**config.mk**
```make
export PLATFORM = sky130hd
export DESIGN_NAME = i2s_sample_transmitter
export DESIGN_NICKNAME = d
export VERILOG_FILES = /design/src/rtl/i2s_sample_transmitter.sv
export SDC_FILE = /design/constraint.sdc
export NUM_CORES = 1
export LEC_CHECK = 0
export BUFFER_PORTS_ARGS = -buffer_cell sky130_fd_sc_hd__buf_2
export CORE_ASPECT_RATIO = 0.6
export CORE_MARGIN = 3
export CORE_UTILIZATION = 28
export CTS_CLUSTER_SIZE = 24
export DETAILED_ROUTE_END_ITERATION = 10
export SETUP_SLACK_MARGIN = 0.2
export SLEW_MARGIN = 20
export SYNTH_ARGS = -nofsm -noshare
export SYNTH_HDL_FRONTEND = slang
export SYNTH_SLANG_ARGS = --single-unit
```
**constraint.sdc**
```tcl
create_clock -name clk -period 3.8 [get_ports clk]
set_input_delay 0.19 -clock clk [delete_from_list [all_inputs] [get_ports clk]]
set_output_delay 0.19 -clock clk [all_outputs]
set_load 0.01 [all_outputs]
```
**src/rtl/i2s_sample_transmitter.sv**
```systemverilog
`timescale 1ns/1ps
// ---------------------------------------------------------------------------
// i2s_sample_transmitter
//
// I2S slave transmitter, the microphone end of the audio capture link.
// It oversamples the externally generated bclk/lrclk on the system clock.
// It serialises queued two's-complement samples MSB-first onto dout in the
// channel slot chosen by sel, using the standard I2S one-bit delay.
// Once the sample bits are out, the rest of the active slot is driven as 0.
// dout_oe is high for the whole active slot and low for the other one.
//
// Parameters:
//   SAMPLE_BITS  sample width transmitted per slot
//   SLOT_BITS    bclk periods per lrclk half-frame
//   SYNC_STAGES  synchroniser depth for bclk/lrclk (>= 2)
//
// Ports:
//   clk         system clock, at least 8x the bclk frequency
//   reset       synchronous, active-low
//   bclk        asynchronous bit clock from the I2S master
//   lrclk       asynchronous word select (0 = left, 1 = right)
//   sel         slot this block drives (0 = left, 1 = right), quasi-static
//   s_data      sample to transmit, two's complement
//   s_valid     s_data valid
//   s_ready     holding register empty
//   dout        serial data, 0 whenever dout_oe is low
//   dout_oe     high while driving the active slot (pad tristate enable)
//   slot_start  one-clk pulse when the active slot's MSB is driven
//   underrun    one-clk pulse when an active slot starts with nothing queued
// ---------------------------------------------------------------------------
module i2s_sample_transmitter #(
    parameter int SAMPLE_BITS = 18,
    parameter int SLOT_BITS   = 32,
    parameter int SYNC_STAGES = 2
) (
    input  logic                   clk,
    input  logic                   reset,
    input  logic                   bclk,
    input  logic                   lrclk,
    input  logic                   sel,
    input  logic [SAMPLE_BITS-1:0] s_data,
    input  logic                   s_valid,
    output logic                   s_ready,
    output logic                   dout,
    output logic                   dout_oe,
    output logic                   slot_start,
    output logic                   underrun
);

    localparam int                POS_W        = (SLOT_BITS > 1) ? $clog2(SLOT_BITS) : 1;
    localparam logic [POS_W-1:0]  POS_LAST     = POS_W'(SLOT_BITS - 1);
    localparam logic [POS_W:0]    POS_DATA_END = (POS_W + 1)'(SAMPLE_BITS);

    logic [SYNC_STAGES-1:0] r_bclkSync;
    logic [SYNC_STAGES-1:0] r_lrclkSync;
    logic                   r_bclkPrev;

    logic                   r_wsLat;
    logic                   r_wsPrev;
    logic [POS_W-1:0]       r_pos;
    logic [SAMPLE_BITS-1:0] r_shift;
    logic [SAMPLE_BITS-1:0] r_hold;
    logic                   r_holdFull;
    logic                   r_releasePending;
    logic                   r_dout;
    logic                   r_doutOe;
    logic                   r_slotStart;
    logic                   r_underrun;

    logic                   w_bclkSync;
    logic                   w_lrclkSync;
    logic                   w_bclkRise;
    logic                   w_bclkFall;
    logic                   w_boundary;
    logic                   w_activeBoundary;
    logic                   w_accept;
    logic                   w_inData;
    logic [SAMPLE_BITS-1:0] w_loadValue;

    assign w_bclkSync       = r_bclkSync[SYNC_STAGES-1];
    assign w_lrclkSync      = r_lrclkSync[SYNC_STAGES-1];
    assign w_bclkRise       = w_bclkSync & ~r_bclkPrev;
    assign w_bclkFall       = ~w_bclkSync & r_bclkPrev;

    // A slot boundary is a falling bclk edge after the latched word select
    // has changed. That gives the one-bit delay after the lrclk transition.
    assign w_boundary       = w_bclkFall & (r_wsLat != r_wsPrev);
    assign w_activeBoundary = w_boundary & (r_wsLat == sel);

    // An empty holding register loads zero, so an underrun slot is silent.
    assign w_loadValue      = r_holdFull ? r_hold : '0;
    assign w_accept         = s_valid & ~r_holdFull;
    assign w_inData         = ({1'b0, r_pos} < POS_DATA_END);

    assign s_ready          = ~r_holdFull;
    assign dout             = r_dout;
    assign dout_oe          = r_doutOe;
    assign slot_start       = r_slotStart;
    assign underrun         = r_underrun;

    // Bring bclk and lrclk into the clk domain. Both chains have the same
    // depth, so the lrclk level seen at a bclk edge matches the pins.
    always_ff @(posedge clk) begin
        if (!reset) begin
            r_bclkSync  <= '0;
            r_lrclkSync <= '0;
            r_bclkPrev  <= 1'b0;
        end else begin
            r_bclkSync  <= {r_bclkSync[SYNC_STAGES-2:0], bclk};
            r_lrclkSync <= {r_lrclkSync[SYNC_STAGES-2:0], lrclk};
            r_bclkPrev  <= w_bclkSync;
        end
    end

    // The master changes lrclk on falling bclk, so it is sampled on rising
    // bclk. The reset value of 1 makes the first low lrclk start a left slot.
    always_ff @(posedge clk) begin
        if (!reset) begin
            r_wsLat <= 1'b1;
        end else if (w_bclkRise) begin
            r_wsLat <= w_lrclkSync;
        end
    end

    // Slot sequencer and serialiser.
    // The position counter saturates instead of wrapping. A lost word-select
    // edge therefore produces continuous zeros rather than repeated data.
    always_ff @(posedge clk) begin
        if (!reset) begin
            r_wsPrev    <= 1'b1;
            r_pos       <= POS_LAST;
            r_shift     <= '0;
            r_dout      <= 1'b0;
            r_doutOe    <= 1'b0;
            r_slotStart <= 1'b0;
            r_underrun  <= 1'b0;
        end else begin
            r_slotStart <= 1'b0;
            r_underrun  <= 1'b0;
            if (w_bclkFall) begin
                if (w_boundary) begin
                    r_wsPrev <= r_wsLat;
                    r_pos    <= POS_W'(1);
                    if (r_wsLat == sel) begin
                        r_shift     <= w_loadValue;
                        r_dout      <= w_loadValue[SAMPLE_BITS-1];
                        r_doutOe    <= 1'b1;
                        r_slotStart <= 1'b1;
                        r_underrun  <= ~r_holdFull;
                    end else begin
                        r_dout   <= 1'b0;
                        r_doutOe <= 1'b0;
                    end
                end else begin
                    if (r_doutOe && w_inData) begin
                        r_shift <= {r_shift[SAMPLE_BITS-2:0], 1'b0};
                        r_dout  <= r_shift[SAMPLE_BITS-2];
                    end else begin
                        r_dout  <= 1'b0;
                    end
                    if (r_pos != POS_LAST) begin
                        r_pos <= r_pos + 1'b1;
                    end
                end
            end
        end
    end

    // Single-entry holding register.
    // A load empties the register one clk after it is consumed, so s_ready
    // comes back exactly one clk after the slot starts. A sample accepted on
    // the same clk as an underrun load is kept for the next active slot.
    always_ff @(posedge clk) begin
        if (!reset) begin
            r_hold           <= '0;
            r_holdFull       <= 1'b0;
            r_releasePending <= 1'b0;
        end else begin
            r_releasePending <= w_activeBoundary & r_holdFull;
            if (w_accept) begin
                r_hold     <= s_data;
                r_holdFull <= 1'b1;
            end else if (r_releasePending) begin
                r_holdFull <= 1'b0;
            end
        end
    end

endmodule

```
# After elaboration in Yosys (flattened, before gate mapping)
# Index checks and enable logic that the tools add are counted.
dict set report classes {
  add_sub_neg 1
  multipliers 0
  div_mod_pow 0
  n_lt_le_gt_ge 1
  eq_ne 4
  shifts 0
  n_mux 12
  bitwise_logic 9
  n_reduce_logical 9
}
# operator count
set ops {}
lappend ops {{17-bit 2-to-1 mux} 3}
lappend ops {{18-bit 2-to-1 mux} 1}
lappend ops {{5-bit 2-to-1 mux} 2}
lappend ops {{1-bit bitwise AND} 6}
lappend ops {{1-bit 2-to-1 mux} 6}
lappend ops {{3-bit AND reduction} 2}
lappend ops {{2-bit nonzero test} 3}
lappend ops {{5-bit by 1-bit adder with 5-bit output (second input constant)} 1}
lappend ops {{5-bit < comparator (second input constant)} 1}
lappend ops {{5-bit inequality test (second input constant)} 1}
lappend ops {{2-bit AND reduction} 2}
lappend ops {{4-bit AND reduction} 1}
lappend ops {{1-bit NOT} 3}
lappend ops {{2-bit by 1-bit inequality test with 1-bit output (second input constant)} 1}
lappend ops {{1-bit equality test} 1}
lappend ops {{1-bit logical AND} 1}
lappend ops {{1-bit inequality test} 1}
dict set report word_totals {
  register_bits 53
  latch_bits 0
  ramBits 0
  romBits 0
  input_bits 24
  output_inout_bits 5
  word_cells 50
  memories 0
}

# Longest topological paths before layout
# Gate-level depths: netlist of run 1.
dict set report depth {
  depth_word 5
  depth_mapped 7
  depth_no_buf 7
}

# Worst setup path before layout of run 1
# No wires, ideal clock.
dict set report synth_path {
  kind {reg-to-reg}
  start {reg r_pos[1]}
  end {reg r_pos[3]}
  setup_ns 0.079
  arrival_time_ns 1.565
  required_time_ns 3.721
  setup_slack_ns 2.156
  path_stages_with_launch 8
  n_path_buf 0
  period_less_slack_ns 1.644
  cell_sequence {dfxtp_1 ha_1 and3_1 ha_1 inv_1 nand4_1 or4_1 o211ai_1}
}
dict set report synth_between {
  elab_chain_cells 3
  elab_cells_between_ends 6
  classes_between {1 x add/sub; 1 x eq/ne; 2 x mux; 2 x reduce/logical}
}
# element line
set synth_lines {}
lappend synth_lines {{start, declared} 60} ;# logic [POS_W-1:0] r_pos;
lappend synth_lines {{start signal, assigned} 162} ;# r_pos <= r_pos + 1'b1;
lappend synth_lines {{5-bit by 1-bit adder with 5-bit output / 5-bit inequality test (equally long branches)} {162, 161}}
lappend synth_lines {{5-bit 2-to-1 mux / 2-bit nonzero test (equally long branches)} -}
lappend synth_lines {{5-bit 2-to-1 mux / 2-bit AND reduction (equally long branches)} -}
# Several ways; a longest one is shown, not always the timed one. The select of a mux whose other input is x is not followed.
# A chain may end at the register's enable or synchronous reset.

# Final worst setup path of run 1
dict set report layout_path {
  start {reg r_bclkSync[1]}
  end {reg r_shift[14]}
}
dict set report layout_between {
  elab_chain_cells 5
  elab_cells_between_ends 7
  classes_between {1 x eq/ne; 1 x mux; 3 x bitwise; 2 x reduce/logical}
}
# element line
set layout_lines {}
lappend layout_lines {{start, declared} 54} ;# logic [SYNC_STAGES-1:0] r_bclkSync;
lappend layout_lines {{start signal, assigned} 109} ;# r_bclkSync <= {r_bclkSync[SYNC_STAGES-2:0], bclk};
lappend layout_lines {{1-bit NOT *} 83} ;# assign w_bclkFall = ~w_bclkSync & r_bclkPrev;
lappend layout_lines {{1-bit bitwise AND *} 83}
lappend layout_lines {{1-bit bitwise AND} 87} ;# assign w_boundary = w_bclkFall & (r_wsLat != r_wsPrev);
lappend layout_lines {{2-bit by 1-bit inequality test with 1-bit output (no source line) / 2-bit nonzero test (equally long branches)} -}
lappend layout_lines {{3-bit AND reduction (no source line)} -}
lappend layout_lines {{end signal, assigned} 145} ;# r_shift <= w_loadValue;
lappend layout_lines {{end signal, assigned} 156} ;# r_shift <= {r_shift[SAMPLE_BITS-2:0], 1'b0};
lappend layout_lines {{end, declared} 61} ;# logic [SAMPLE_BITS-1:0] r_shift;
# Every way passes the cells marked *; elsewhere a longest branch is shown, timed or not.

==> flow_summary.json, run 1 <==
{
  "outcome": "finished, final reports clean",
  "wl_per_cell_um": 13.2,
  "final_util": 0.340,
  "cts_resized": 0,
  "first_iter_violations": 117,
  "grt_max_degree": 70,
  "cts_buffers": 5,
  "ctsHoldBuffers": 0,
  "die_w_um": 128,
  "core-area_sq_um": 8260,
  "end_kind": "flop",
  "dieArea_sq_um": 10100,
  "crit_type": "flop to flop",
  "clock_path_buffers": 2,
  "synth_top_family_by_area": "simple AND/OR/NAND/NOR gates",
  "synth_fa_ha_area_frac": 0.0101,
  "ff2ff_path_depth": 3,
  "synth_area_leaders": "dfxtp_1, nand2_1, a21boi_0, mux2i_1, o21ai_0",
  "p_seq_frac": 0.489,
  "clock_sinks": 53,
  "path_cells": "nand2b_1, a211o_1, mux2i_1",
  "io_buffer_count": 28,
  "design_area_sq_um": 2810,
  "power_per_cell_area_nw_per_um2": 427,
  "initial_utilization": 0.301,
  "pre_cts_ws_ns": 1.56,
  "fmax_mhz": 439,
  "fin_ws_ns": 1.52,
  "grt_use_total": 0.112,
  "root_buffer": "clkbuf_16",
  "drcViolationCount": 0,
  "nets": 333,
  "timing.final.hold_violations": 0,
  "p_switching_w": 0.000280,
  "synth_edf_count": 0,
  "syn-num-nets": 320,
  "cp_slowest_stage_delay_ns": 0.80,
  "diodes": 0,
  "cts_tree": "built",
  "critPathLaunch": "r_bclkSync[1]",
  "clockPowerShare": 0.444,
  "synthSimpleGateAreaFrac": 0.208,
  "critPathSlowestCell": "a211o_1",
  "syn_avg_cell_area_sq_um": 8.46,
  "die-height_um": 79.0,
  "place.gp.congestion": 0.760,
  "fp-row-count": 25,
  "grt_pass1_vias": 1781,
  "drive_gt1_frac": 0.136,
  "routed_wl_um": 5480,
  "io_pins": 29,
  "whs_path_depth": 2,
  "clk_latency_ns": 0.29,
  "post_drt_via_cell_ratio": 4.79,
  "fin_crit_ns": 2.28,
  "timing.rr.start": "r_bclkSync[1]",
  "firstDrtPassIters": 4,
  "htree_levels": 2,
  "p_leak_nw": 1.11,
  "synth-async-reset-ratio": 0,
  "slew-limit-headroom": 0.372,
  "period_share": 0.599,
  "synth_top_area_cell": "dfxtp_1",
  "placed_cell_area_sq_um": 2630,
  "synth-main-ff-cell": "dfxtp_1",
  "required_ns": 4.01,
  "cp_num_buf_inv": 0,
  "crit_family": "compound AO/OA/AOI/OAI gates",
  "clk_pin_slew_ns": 0.07,
  "setup_viol": 0,
  "fin_skew_ns": 0.00714,
  "power.total_w": 0.00120,
  "synth-compound-area-share": 0.206,
  "overflow": 0,
  "start_kind": "flop",
  "tightest_slew_ns": 0.941,
  "yosysTopAreaCellShare": 0.426,
  "antenna_found_initial": 0,
  "drv_slew": 0,
  "cts_setup_buffers": 0,
  "netSwitchingFraction": 0.234,
  "synthCells": 294,
  "vias": 1991,
  "synth_area_sq_um": 2490,
  "dp_hpwl_um": 3660,
  "areaGrowthSynthToFinish_pct": 12.8,
  "cp_data_arrival_time_ns": 2.49,
  "crit_path_max_fanout": 26,
  "ir_drop_mv": 0.236,
  "rsz0062_at_grt": "no",
  "muxShareOfSynthArea": 0.0684,
  "hp-start": "bclk",
  "synth_xor_area_frac": 0.0136,
  "synth_seq_area_share": 0.426,
  "p_comb_frac": 0.066,
  "antenna_left": 0,
  "maxCapViolCount": 0,
  "yosys_warnings": 0,
  "fin_tns_setup_ns": 0,
  "intPower_w": 0.000918,
  "synth_cell_types": 41,
  "grt_pass1_wl_um": 9050,
  "cp_num_cells": 3,
  "ys_ff_latch": 53,
  "hold_class": "input pin to flop"
}
==> state kept, by name, indices dropped and copies added, names as in the netlist, 2 cells and up <==
signal       cells
r_lrclkSync      2
r_bclkSync       2
r_shift         17
r_hold          18
r_pos            5
==> logic make-up (layout without fill, tap and decap cells) <==
| kind of cell | Yosys count | count (layout) |
|---|---|---|
| xor+xnor | 3 | 3 |
| fa+ha+maj | 2 | 2 |
| flops | 53 | 53 |
| mux | 17 | 17 |
| simple gates | 118 | 118 |
| buf+inv | 28 | 42 |
| compound gates | 73 | 73 |
==> power groups by stage <==
stage / combinational, W / sequential (W) / clock, W
after global placement: 0.0000781 / 0.000599 / 0
after floorplan: 0.0000615 / 0.000591 / 0
after detailed placement: 0.0000796 / 0.000599 / 0
after global routing: 0.0000916 / 0.000589 / 0.000562
after CTS: 0.0000798 / 0.000586 / 0.000543
final: 0.0000793 / 0.000586 / 0.000532
==> layer usage <==
metal / vias up / wire, um / track usage
li1: 1031 / - / -
met1: 905 / 3210 / 0.190
met2: 50 / 1940 / 0.133
met3: 5 / 295 / 0.0262
met4: 0 / 42 / 0.0254
met5: - / 0 / 0
==> Yosys cell counts, types with 3 or more instances <==
cell type,count
mux2i_1,17
nor2b_1,4
clkbuf_1,15
nand2_1,77
and2_1,6
nor3_1,18
o21ai_0,19
a21boi_0,34
dfxtp_1,53
buf_6,4
a21oi_1,4
nor2_1,3
inv_1,4
==> cell usage in the layout, fill, tap and decap left out, types with 2 or more instances in the layout <==
cell       netlist  layout
nand2_1         77      77
dfxtp_1         53      53
a21boi_0        34      34
buf_2            2      27
o21ai_0         19      19
nor3_1          18      18
mux2i_1         17      17
and2_1           6       6
clkbuf_16        0       5
inv_1            4       4
a21oi_1          4       4
nor2b_1          4       3
nor2_1           3       3
buf_4            0       3
nand2b_1         2       2
o21ai_1          2       2
nand4_1          2       2
o211ai_1         2       2
nand3b_1         2       2
a22oi_1          2       2
ha_1             2       2
==> cell type report <==
type	instances	area, sq um
clock buffers	5	125
repair buffers	30	158
clock inverters	3	50.0
fillers	881	5450
flip-flops and latches	53	1060
well taps	108	135
multi-input cells	213	1260
inverters	4	15.0
==> worst paths after layout <==
kind                    end  slack [ns]
min reg2reg  r_lrclkSync[1]        0.43
max             r_shift[14]        1.52
max reg2reg     r_shift[14]        1.52
min           r_bclkSync[0]        0.10
==> stage by stage <==
stage | instances | hold slack [ns]
global route | 416 | 0.122
floorplan | 294 | 0.317
global placement | 408 | 0.401
finish | 416 | 0.104
detailed placement | 408 | 0.401
CTS | 416 | 0.0975
No activity file was read; power rests on OpenSTA's default activity.
==> inputs of run 2 (changes only) <==
- clock period: 3.8 -> 2.4 ns (I/O delays scaled with it)
==> run 2 against run 1 <==
Compared with the run above:
- hold slack got worse by 0.085 ns
- highest routed layer unchanged
- critical path depth increased by 4
- sequential power increased by 57%
- global-route usage increased by 0.44 points
==> flow_summary.json, run 2 (synthesis gave the netlist of run 1 again) <==
{
  "outcome": "finished, final reports clean",
  "diodes": 0,
  "htree_levels": 2,
  "cts_setup_buffers": 0,
  "tightest_slew_ns": 0.605,
  "largest_registers": "r_hold x18, r_shift x17, r_pos x5",
  "critPathSlowestCell": "or4_1",
  "grt_pass1_wl_um": 9490,
  "ctsHoldBuffers": 0,
  "clockPowerShare": 0.443,
  "fin_ws_ns": 0.591,
  "die_w_um": 128,
  "hold_class": "input pin to flop",
  "nets": 340,
  "largest_register_ffs": 18,
  "first_iter_violations": 109,
  "cp_common_cell": "ha_1",
  "design_area_sq_um": 2850,
  "fp-row-count": 25,
  "reg2reg_setup_slack_ns": 0.59,
  "vias": 1998,
  "routed_wl_um": 5590,
  "initial_utilization": 0.301,
  "top_register": "r_hold",
  "drcViolationCount": 0,
  "io_buffer_count": 28,
  "cts_tree": "built",
  "clock_path_buffers": 2,
  "power_per_cell_area_nw_per_um2": 669,
  "io_pins": 29,
  "clock_sinks": 53,
  "crit_path_max_fanout": 4,
  "fmax_mhz": 553,
  "cts_buffers": 5,
  "maxCapViolCount": 0,
  "timing.final.hold_violations": 0,
  "drv_slew": 0,
  "place.gp.congestion": 0.712,
  "dp_hpwl_um": 3860,
  "power.total_w": 0.00191,
  "p_seq_frac": 0.483,
  "overflow": 0,
  "fin_tns_setup_ns": 0,
  "path_cells": "ha_1, and3_1, ha_1, inv_1, nand4_1, or4_1, o211ai_1",
  "layout_commonest_cell": "nand2_1",
  "placed_cell_area_sq_um": 2680,
  "setup_viol": 0,
  "rsz0062_at_grt": "no",
  "cts_resized": 0,
  "wl_per_cell_um": 13.2,
  "required_ns": 2.62,
  "start_kind": "flop",
  "drive_gt1_frac": 0.152,
  "final_util": 0.345,
  "p_comb_frac": 0.075,
  "crit_type": "flop to flop",
  "end_kind": "flop",
  "slew-limit-headroom": 0.596,
  "p_switching_w": 0.000450,
  "antenna_found_initial": 0,
  "mostFrequentLayoutCells": "nand2_1, dfxtp_1, a21boi_0, buf_2, o21ai_0",
  "cp_data_arrival_time_ns": 2.03,
  "intPower_w": 0.00146,
  "die-height_um": 79.0,
  "fin_skew_ns": 0.0103,
  "ir_drop_mv": 0.365,
  "fin_crit_ns": 1.81,
  "core-area_sq_um": 8260,
  "dieArea_sq_um": 10100,
  "root_buffer": "clkbuf_16",
  "areaGrowthSynthToFinish_pct": 14.6,
  "cp_slowest_stage_delay_ns": 0.41,
  "clk_latency_ns": 0.30,
  "firstDrtPassIters": 4,
  "grt_max_degree": 40,
  "antenna_left": 0,
  "clk_pin_slew_ns": 0.08,
  "pre_cts_ws_ns": 0.604,
  "grt_use_total": 0.116,
  "netSwitchingFraction": 0.236,
  "p_leak_nw": 1.14,
  "period_share": 0.754,
  "post_drt_via_cell_ratio": 4.72,
  "grt_pass1_vias": 1895
}
[run 2: cell types whose count changed in the layout (fill, tap and decap cells not counted)]
| cell | change |
|---|---|
| inv_8 | -1 |
| nor2b_1 | +1 |
| inv_6 | +2 |
| clkinv_4 | -1 |
| buf_2 | +1 |
| nor2b_2 | -1 |
| buf_4 | +6 |
[run 2: power by group through the flow]
stage	combinational, W	clock (W)	sequential (W)
after detailed placement	0.000143	0	0.000942
after global placement	0.000142	0	0.000940
after CTS	0.000143	0.000864	0.000921
after floorplan	0.0000974	0	0.000936
final	0.000143	0.000845	0.000921
after global routing	0.000160	0.000901	0.000925
[run 2: worst max-delay path: cells and delay by family, from the launching register on]
family                   cells  cell delay (ns)
buffers and inverters        1             0.11
AO/OA/AOI/OAI                1             0.10
AND/OR/NAND/NOR              3             0.72
adder cells (fa/ha/maj)      2             0.44
flip-flops                   1             0.36
[run 2: per-stage QoR]
step           hold slack (ns)  cells
2_1_floorplan            0.247    294
3_3_place_gp             0.329    415
3_5_place_dp             0.331    415
4_1_cts                 0.0206    423
5_1_grt                 0.0236    423
6_report                0.0192    423
[run 2: area by class of cell]
cell class,count,area (sq um)
clock buffers,5,125
clock inverters,3,47.5
fillers,899,5410
inverters,4,15.0
multi-input cells,213,1260
flip-flops and latches,53,1060
well taps,108,135
repair buffers,37,208
[run 2: per-layer routing]
metal	routed length (um)	up-vias	global-route usage
met1	3190	902	0.183
met5	0	-	0
met4	61	0	0.0318
li1	-	1043	-
met2	2050	47	0.150
met3	295	6	0.0329
[run 2: path summary, 6_finish.rpt]
kind | startpoint | to | cells after the start
max reg2reg | r_pos[1] | r_pos[3] | 7
min reg2reg | r_bclkSync[0] | r_bclkSync[1] | 1
max | r_pos[1] | r_pos[3] | 7
min | lrclk | r_lrclkSync[0] | 2
==> inputs of run 3 (changes only) <==
- clock period: 2.4 -> 1.6 ns (I/O delays scaled with it)
==> run 3 against run 2 <==
Compared with the run above:
- flip-flop and latch count unchanged
- total power up 44%
- clock-buffer cell count up 1
- clock skew down 0.0049 ns
- non-clock buffer count up 10
- critical path depth unchanged
- setup slack worse by 0.58 ns
- hold slack better by 0.019 ns
- critical path type unchanged
- largest power group unchanged
==> flow_summary.json, run 3 (synthesis gave the netlist of run 1 again) <==
{
  "outcome": "finished, final reports clean",
  "firstDrtPassIters": 4,
  "maxCapViolCount": 0,
  "grt_max_degree": 55,
  "cp_slowest_stage_delay_ns": 0.40,
  "slew-limit-headroom": 0.564,
  "tightest_slew_ns": 0.651,
  "post_drt_via_cell_ratio": 4.63,
  "intPower_w": 0.00210,
  "clk_pin_slew_ns": 0.07,
  "diodes": 0,
  "required_ns": 1.81,
  "antenna_found_initial": 0,
  "placed_cell_area_sq_um": 2790,
  "end_kind": "flop",
  "p_comb_frac": 0.091,
  "fp-row-count": 25,
  "cts_buffers": 5,
  "dieArea_sq_um": 10100,
  "timing.final.hold_violations": 0,
  "layout_commonest_cell": "nand2_1",
  "dp_hpwl_um": 3890,
  "die_w_um": 128,
  "design_area_sq_um": 3060,
  "fin_crit_ns": 1.59,
  "cts_tree": "built",
  "top_register": "r_hold",
  "crit_path_max_fanout": 3,
  "drive_gt1_frac": 0.215,
  "grt_pass1_vias": 1876,
  "pre_cts_ws_ns": 0.00199,
  "wl_per_cell_um": 13.1,
  "fmax_mhz": 628,
  "cp_common_cell": "ha_4",
  "antenna_left": 0,
  "setup_viol": 0,
  "cp_data_arrival_time_ns": 1.80,
  "p_seq_frac": 0.502,
  "initial_utilization": 0.301,
  "overflow": 0,
  "largest_registers": "r_hold x18, r_shift x17, r_pos x5",
  "vias": 2004,
  "die-height_um": 79.0,
  "start_kind": "flop",
  "period_share": 0.995,
  "drcViolationCount": 0,
  "place.gp.congestion": 0.743,
  "drv_slew": 0,
  "fin_tns_setup_ns": 0,
  "critPathSlowestCell": "or4_1",
  "io_pins": 29,
  "ir_drop_mv": 0.645,
  "crit_family": "simple AND/OR/NAND/NOR gates",
  "root_buffer": "clkbuf_16",
  "grt_use_total": 0.112,
  "crit_type": "flop to flop",
  "fin_skew_ns": 0.00540,
  "clockPowerShare": 0.407,
  "largest_register_ffs": 18,
  "io_buffer_count": 28,
  "rsz0062_at_grt": "yes",
  "cp_num_buf_inv": 1,
  "p_leak_nw": 1.23,
  "p_switching_w": 0.000651,
  "core-area_sq_um": 8260,
  "netSwitchingFraction": 0.237,
  "hold_class": "input pin to flop",
  "grt_pass1_wl_um": 9250,
  "fin_ws_ns": 0.00816,
  "routed_wl_um": 5660,
  "clk_latency_ns": 0.29,
  "mostFrequentLayoutCells": "nand2_1, dfxtp_1, a21boi_0, buf_2, o21ai_0",
  "clock_sinks": 53,
  "htree_levels": 2,
  "power.total_w": 0.00275,
  "final_util": 0.371,
  "path_cells": "ha_4, and3_4, ha_4, inv_2, nand4_1, or4_1, o211ai_1",
  "power_per_cell_area_nw_per_um2": 898,
  "areaGrowthSynthToFinish_pct": 23.0,
  "nets": 350,
  "clock_path_buffers": 2,
  "first_iter_violations": 85
}
-- run 3: cell count changes in the layout (fill, tap and decap cells not counted), moves of 2 or more --
| cell | change |
|---|---|
| buf_12 | +5 |
| dfxtp_1 | -4 |
| dfxtp_2 | +3 |
| buf_6 | +2 |
| dlygate4sd3_1 | +2 |
| ha_1 | -2 |
| ha_4 | +2 |
-- run 3: tightest hold or removal path: cells and delay by family --
kind            cells  cell delay, ns
compound gates      1            0.06
buf+inv             1            0.10
simple gates        1            0.04
-- run 3: final timing paths --
| path | slack (ns) | endpoint | from | cells past startpoint |
|---|---|---|---|---|
| max reg2reg | 0.008 | r_pos[3] | r_pos[0] | 7 |
| min reg2reg | 0.44 | r_bclkSync[1] | r_bclkSync[0] | 1 |
| max | 0.008 | r_pos[3] | r_pos[0] | 7 |
| min | 0.04 | r_hold[9] | s_data[9] | 3 |
-- run 3: area by class of cell --
type	count	area, sq um
fillers	883	5200
multi-input cells	213	1330
flip-flops and latches	53	1070
repair buffers	47	358
clock buffers	6	139
well taps	108	135
clock inverters	2	17.5
inverters	4	15.0
-- run 3: repair_timing --
action / in CTS / in global routing
resized for setup: 12 / 4
endpoints found under the hold margin: 2 / 0
pin swaps: 3 / 3
hold buffers: 2 / 0
buffers inserted: 2 / 2
setup endpoints to repair: 24 / 25
-- run 3: power groups by stage --
| stage | Combinational (W) | Sequential (W) | Clock (W) |
|---|---|---|---|
| after detailed placement | 0.000231 | 0.00141 | 0 |
| after global placement | 0.000229 | 0.00141 | 0 |
| after floorplan | 0.000147 | 0.00140 | 0 |
| after global routing | 0.000277 | 0.00139 | 0.00121 |
| after CTS | 0.000246 | 0.00138 | 0.00115 |
| final | 0.000249 | 0.00138 | 0.00112 |
-- run 3: metal layers --
metal | share of wire | up-vias | global-route usage
met5 | 0 | - | 0
met2 | 0.39 | 35 | 0.148
met4 | 0.0034 | 0 | 0.0127
met3 | 0.052 | 2 | 0.0316
li1 | - | 1066 | -
met1 | 0.56 | 901 | 0.180
-- run 3: through the flow --
step / cells / hold WS, ns
final: 433 / 0.0379
after detailed placement: 419 / 0.296
after floorplan: 294 / 0.207
after CTS: 431 / 0.0310
after global routing: 433 / 0.0416
after global placement: 419 / 0.289
